### src/rtl/eq_comparator_32b.sv
// rtl/eq_comparator_32b.sv - 32-bit equality comparator with registered tap and saturating match counter
//
// Purpose:
//   Combinational 32-bit equality compare for branch resolution, built as
//   per-bit XNOR -> per-byte AND -> 4-input AND. Beside it, a small clocked
//   block registers the compare result and counts matching cycles. The count
//   saturates at all-ones and never wraps.
//
// Ports:
//   clk          in   1   rising-edge clock
//   reset        in   1   asynchronous reset, active low
//   in0          in  32   first operand
//   in1          in  32   second operand
//   eq           out  1   combinational, 1 iff in0 == in1
//   eq_byte      out  4   combinational per-byte equality, bit k covers bits [8k+7:8k]
//   eq_q         out  1   eq registered on the rising edge of clk
//   match_count  out 32   saturating count of rising edges where eq was 1

`timescale 1ns/1ps

module eq_comparator_32b (
  input  logic        clk,
  input  logic        reset,
  input  logic [31:0] in0,
  input  logic [31:0] in1,
  output logic        eq,
  output logic [3:0]  eq_byte,
  output logic        eq_q,
  output logic [31:0] match_count
);

  logic [31:0] bit_eq;
  logic        eq_reg_q;
  logic [31:0] match_count_q;
  logic [31:0] match_count_d;

  // Per-bit equality. Clock and reset play no part in this path, so the
  // compare stays valid while reset is held.
  assign bit_eq = ~(in0 ^ in1);

  always_comb begin
    eq_byte = 4'b0000;
    for (int k = 0; k < 4; k++) begin
      eq_byte[k] = &bit_eq[8*k +: 8];
    end
  end

  // The full compare is derived from the byte results, not from a separate
  // 32-bit reduction, so eq always equals the AND of eq_byte by construction.
  assign eq = &eq_byte;

  // Saturate: once all ones, hold instead of wrapping back to zero.
  always_comb begin
    match_count_d = match_count_q;
    if (eq && (match_count_q != 32'hFFFF_FFFF)) begin
      match_count_d = match_count_q + 32'd1;
    end
  end

  always_ff @(posedge clk or negedge reset) begin
    if (!reset) begin
      eq_reg_q      <= 1'b0;
      match_count_q <= 32'd0;
    end else begin
      eq_reg_q      <= eq;
      match_count_q <= match_count_d;
    end
  end

  assign eq_q        = eq_reg_q;
  assign match_count = match_count_q;

endmodule

### config.mk
export PLATFORM = sky130hd
export DESIGN_NAME = eq_comparator_32b
export DESIGN_NICKNAME = d
export VERILOG_FILES = /design/src/rtl/eq_comparator_32b.sv
export SDC_FILE = /design/constraint.sdc
export NUM_CORES = 1
export LEC_CHECK = 0
export CAP_MARGIN = 15
export CORE_UTILIZATION = 43
export DETAILED_ROUTE_END_ITERATION = 7
export GPL_TIMING_DRIVEN = 0
export PLACE_DENSITY = 0.88
export SLEW_MARGIN = 0
export SYNTH_ARGS = -nofsm -noshare
export SYNTH_HDL_FRONTEND = slang
export SYNTH_SLANG_ARGS = --single-unit
export TNS_END_PERCENT = 10
### constraint.sdc
create_clock -name clk -period 3.4 [get_ports clk]
set_input_delay 0.85 -clock clk [delete_from_list [all_inputs] [get_ports clk]]
set_output_delay 0.85 -clock clk [all_outputs]
set_load 0.02 [all_outputs]
==> summary.txt <==
Routing
  • Post-route antenna net violation count: 0
  • DRC violations left: 0
  • Initial DRT Pass Iterations: 4
  • Sum of routed wire length over all layers: 5610 um
  • Detail-routed via count per cell: 5.28
  • Avg WL per Cell: 15.9 um
  • Overall via count from detail_route: 1864
  • Violation count after the first detailed-route iteration: 125

Timing
  • Final critical path time including I/O delays and setup: 3.28 ns
  • Count of endpoints failing setup in the final report: 0
  • Worst hold slack after final layout: 0.493 ns
  • F_max: 305 MHz
  • Setup repair after global routing missed its margin: no
  • Final critical-path setup slack: 0.118 ns
  • Period utilization: 0.965
  • Worst clock skew: 0.00423 ns
  • Number of hold-slack violations in the final timing report: 0
  • Transition time at the pin with the least slew margin: 0.737 ns
  • Post-route setup TNS: 0 ns
  • Max transition margin: 0.509
  • Number of pins exceeding their max-slew limit in the final report: 0

Flow run
  • Max-cap viol count: 0

Setup path
  • Critical path buffers and inverters: 2
  • Largest stage delay on the critical path: 0.65 ns
  • Most frequent cell on the critical path: sky130_fd_sc_hd__clkdlybuf4s50_1
  • CP endpoint kind: output pin
  • Arrival time at the worst endpoint: 2.43 ns
  • Critical path class: primary input to output pin
  • Cell family contributing the most delay on the critical path: buffers and inverters
  • Category of the worst setup path launch point: primary input
  • Cell Chain, Critical Path: clkdlybuf4s50_1 > xnor2_1 > nand4_1 > nor2_1 > clkdlybuf4s50_1
  • Data required time at the worst endpoint: 2.55 ns
  • Highest net fanout along the worst path: 2
  • Critical-path top delay cell: sky130_fd_sc_hd__clkdlybuf4s50_1

Die
  • Initial Utilization: 0.448
  • Die Span Y: 69.6 um
  • Number of top-level design ports: 104
  • Rows: 24
  • DIE AREA: 0.00484 mm2
  • X dimension of the die: 69.6 um
  • Core Area: 0.00438 mm2

CTS
  • Clock root buffer master: sky130_fd_sc_hd__clkbuf_8
  • Quantity of hold-fixing buffers added after cts: 0
  • Maximum level of the CTS H-tree: 2
  • CTS Buf Count: 5
  • Clock latency on the worst-skew pair: 0.29 ns
  • CTS tree: built
  • Number of sinks on the clock net: 33
  • Max Buffers Root-to-Sink: 2
  • Clock transition at path regs: 0.06 ns

Synthesis
  • Unique cell type count in the Yosys netlist: 24
  • Sequential fraction of the synthesis area: 0.421
  • Synthesis Warnings: 0
  • #FFs+latches synth: 33
  • Syn Area/Cell: 10.3 um2
  • Syn Nets: 257
  • Leading area contributor after synthesis: sky130_fd_sc_hd__dfrtp_1
  • Cell area after technology mapping: 0.00196 mm2
  • Synth area leaders: sky130_fd_sc_hd__dfrtp_1 (42%), sky130_fd_sc_hd__xnor2_1 (24%), sky130_fd_sc_hd__nand4_1 (7.0%)
  • Number of instances in the synthesized netlist: 190
  • Area share of the largest cell type after synthesis: 0.421

Global route
  • Wire length of the first global-routing pass: 9400 um
  • Met1 Resource Use GR: 0.312
  • Routing usage on met2: 0.424
  • Global-route congestion overflow total: 0
  • Via count of the first global-routing pass: 1926
  • GR peak layer: met2
  • All-layer global routing usage: 0.251
  • Maximum number of pins on one net before global-route repair: 34
  • Number of antenna violations at the first check in global routing: 0
  • Met3 capacity usage during global routing: 0.0640

Placed design
  • Final Wtd Congestion: 0.877
  • Port buffer count: 103
  • Pre-CTS WS: -0.750 ns
  • Cell total after placement: 345
  • Detailed placer's ending HPWL: 4330 um
  • Post-place instance area: 0.00305 mm2

Final layout
  • Count of placed standard cells in the final layout, fillers left out: 353
  • Net count of the finished layout: 367
  • Total inserted antenna cells: 0
  • Area grow syn2layout: 62.0%
  • Final core area utilization: 0.725
  • Layout cells sized above 1: 0.0664
  • Post-route design area: 0.00318 mm2
  • Layout fillers: 324

Power and ir drop
  • Overall Power: 0.910 mW
  • Total power density per cell area: 286 mW/mm2
  • Worst VDD drop: 205 uV
  • Standby leakage power: 1.31 nW

Run status
  • Status: finished clean

Worst hold path
  • Min-delay worst type: flop to flop
worst paths after layout:
check / cells after the start / endpoint / slack (ns) / startpoint
worst max-delay path: 5 / eq_byte[3] / 0.12 / in0[28]
worst max register to register: 6 / match_count[1] / 1.23 / match_count[10]
max in group asynchronous: 1 / match_count[8] / 2.31 / reset
worst min register to register: 1 / match_count[18] / 0.49 / match_count[18]
worst min-delay path: 1 / match_count[18] / 0.49 / match_count[18]
min in group asynchronous: 1 / match_count[26] / 0.61 / reset
routing by layer:
| layer | wire length (um) | share of wire |
|---|---|---|
| met3 | 255 | 0.045 |
| met1 | 2360 | 0.42 |
| met2 | 2880 | 0.51 |
| met5 | 0 | 0 |
| met4 | 113 | 0.020 |
where the power goes:
| group | total [mW] | switching [mW] | internal, mW |
|---|---|---|---|
| combinational | 0.130 | 0.0385 | 0.0913 |
| clock | 0.388 | 0.149 | 0.239 |
| sequential | 0.393 | 0.00000000146 | 0.393 |
| total | 0.910 | 0.187 | 0.723 |
final cells by class:
cell class              instances  area [um2]  area share
plain buffers                   3        12.5     0.00393
flip-flops and latches         33         826       0.260
repair buffers                104        1030       0.325
multi-input cells             152        1120       0.352
clock inverters                 1        30.0     0.00944
well taps                      52        65.1      0.0205
clock buffers                   7        86.3      0.0271
inverters                       1        7.51     0.00236
kinds of logic after synthesis:
group / synth area share
simple gates: 0.270
xor+xnor: 0.281
flops: 0.421
buf+inv: 0.0102
compound gates: 0.00637
mux: 0.00574
fa+ha+maj: 0.00637
cells in the final DEF, fill, tap and decap left out:
cell,Yosys,layout
sky130_fd_sc_hd__bufinv_16,0,1
sky130_fd_sc_hd__mux2_2,1,1
sky130_fd_sc_hd__nor4_1,6,6
sky130_fd_sc_hd__nor2_2,0,1
sky130_fd_sc_hd__nor2_4,1,1
sky130_fd_sc_hd__o31ai_2,1,1
sky130_fd_sc_hd__and3_1,10,10
sky130_fd_sc_hd__dlymetal6s2s_1,0,2
sky130_fd_sc_hd__nand3_1,13,13
sky130_fd_sc_hd__and4_1,6,6
sky130_fd_sc_hd__or3_4,1,1
sky130_fd_sc_hd__nand4_2,1,1
sky130_fd_sc_hd__buf_4,0,1
sky130_fd_sc_hd__nor4b_4,1,1
sky130_fd_sc_hd__nand2_1,11,11
sky130_fd_sc_hd__clkdlybuf4s50_1,0,99
sky130_fd_sc_hd__xnor2_1,54,54
sky130_fd_sc_hd__clkbuf_8,0,6
sky130_fd_sc_hd__nand4_1,22,22
sky130_fd_sc_hd__or3_1,2,2
sky130_fd_sc_hd__nor3_1,2,2
sky130_fd_sc_hd__ha_1,1,1
sky130_fd_sc_hd__dfrtp_1,33,33
sky130_fd_sc_hd__and2_1,2,2
sky130_fd_sc_hd__clkbuf_1,3,3
sky130_fd_sc_hd__xor2_1,9,9
sky130_fd_sc_hd__nor2_1,7,6
sky130_fd_sc_hd__buf_2,1,2
sky130_fd_sc_hd__nor3b_2,1,1
sky130_fd_sc_hd__clkinvlp_4,0,1
sky130_fd_sc_hd__clkbuf_2,0,1
repair_timing:
action                                 in CTS  in global routing
pin swaps                                   1                  0
setup endpoints to repair                   1                  3
endpoints found under the hold margin       0                  0
buffers inserted                            1                  0
resized for setup                           2                  5
synth_stat cells:
cell	number
sky130_fd_sc_hd__dfrtp_1	33
sky130_fd_sc_hd__nand4_1	22
sky130_fd_sc_hd__nor2_1	7
sky130_fd_sc_hd__inv_1	1
sky130_fd_sc_hd__nand4_2	1
sky130_fd_sc_hd__xnor2_1	54
sky130_fd_sc_hd__clkbuf_1	3
sky130_fd_sc_hd__nor4_1	6
sky130_fd_sc_hd__xor2_1	9
sky130_fd_sc_hd__o31ai_2	1
sky130_fd_sc_hd__nor3b_2	1
sky130_fd_sc_hd__ha_1	1
sky130_fd_sc_hd__or3_1	2
sky130_fd_sc_hd__and4_1	6
sky130_fd_sc_hd__nor3_1	2
sky130_fd_sc_hd__or3_4	1
sky130_fd_sc_hd__nand3_1	13
sky130_fd_sc_hd__nor2_4	1
sky130_fd_sc_hd__nor4b_4	1
sky130_fd_sc_hd__buf_2	1
sky130_fd_sc_hd__and2_1	2
sky130_fd_sc_hd__and3_1	10
sky130_fd_sc_hd__mux2_2	1
sky130_fd_sc_hd__nand2_1	11
flip-flops by register name (all words and copies together) (netlist names):
name / count
eq_q: 1
match_count: 32
(Power assumes the default switching activity.)
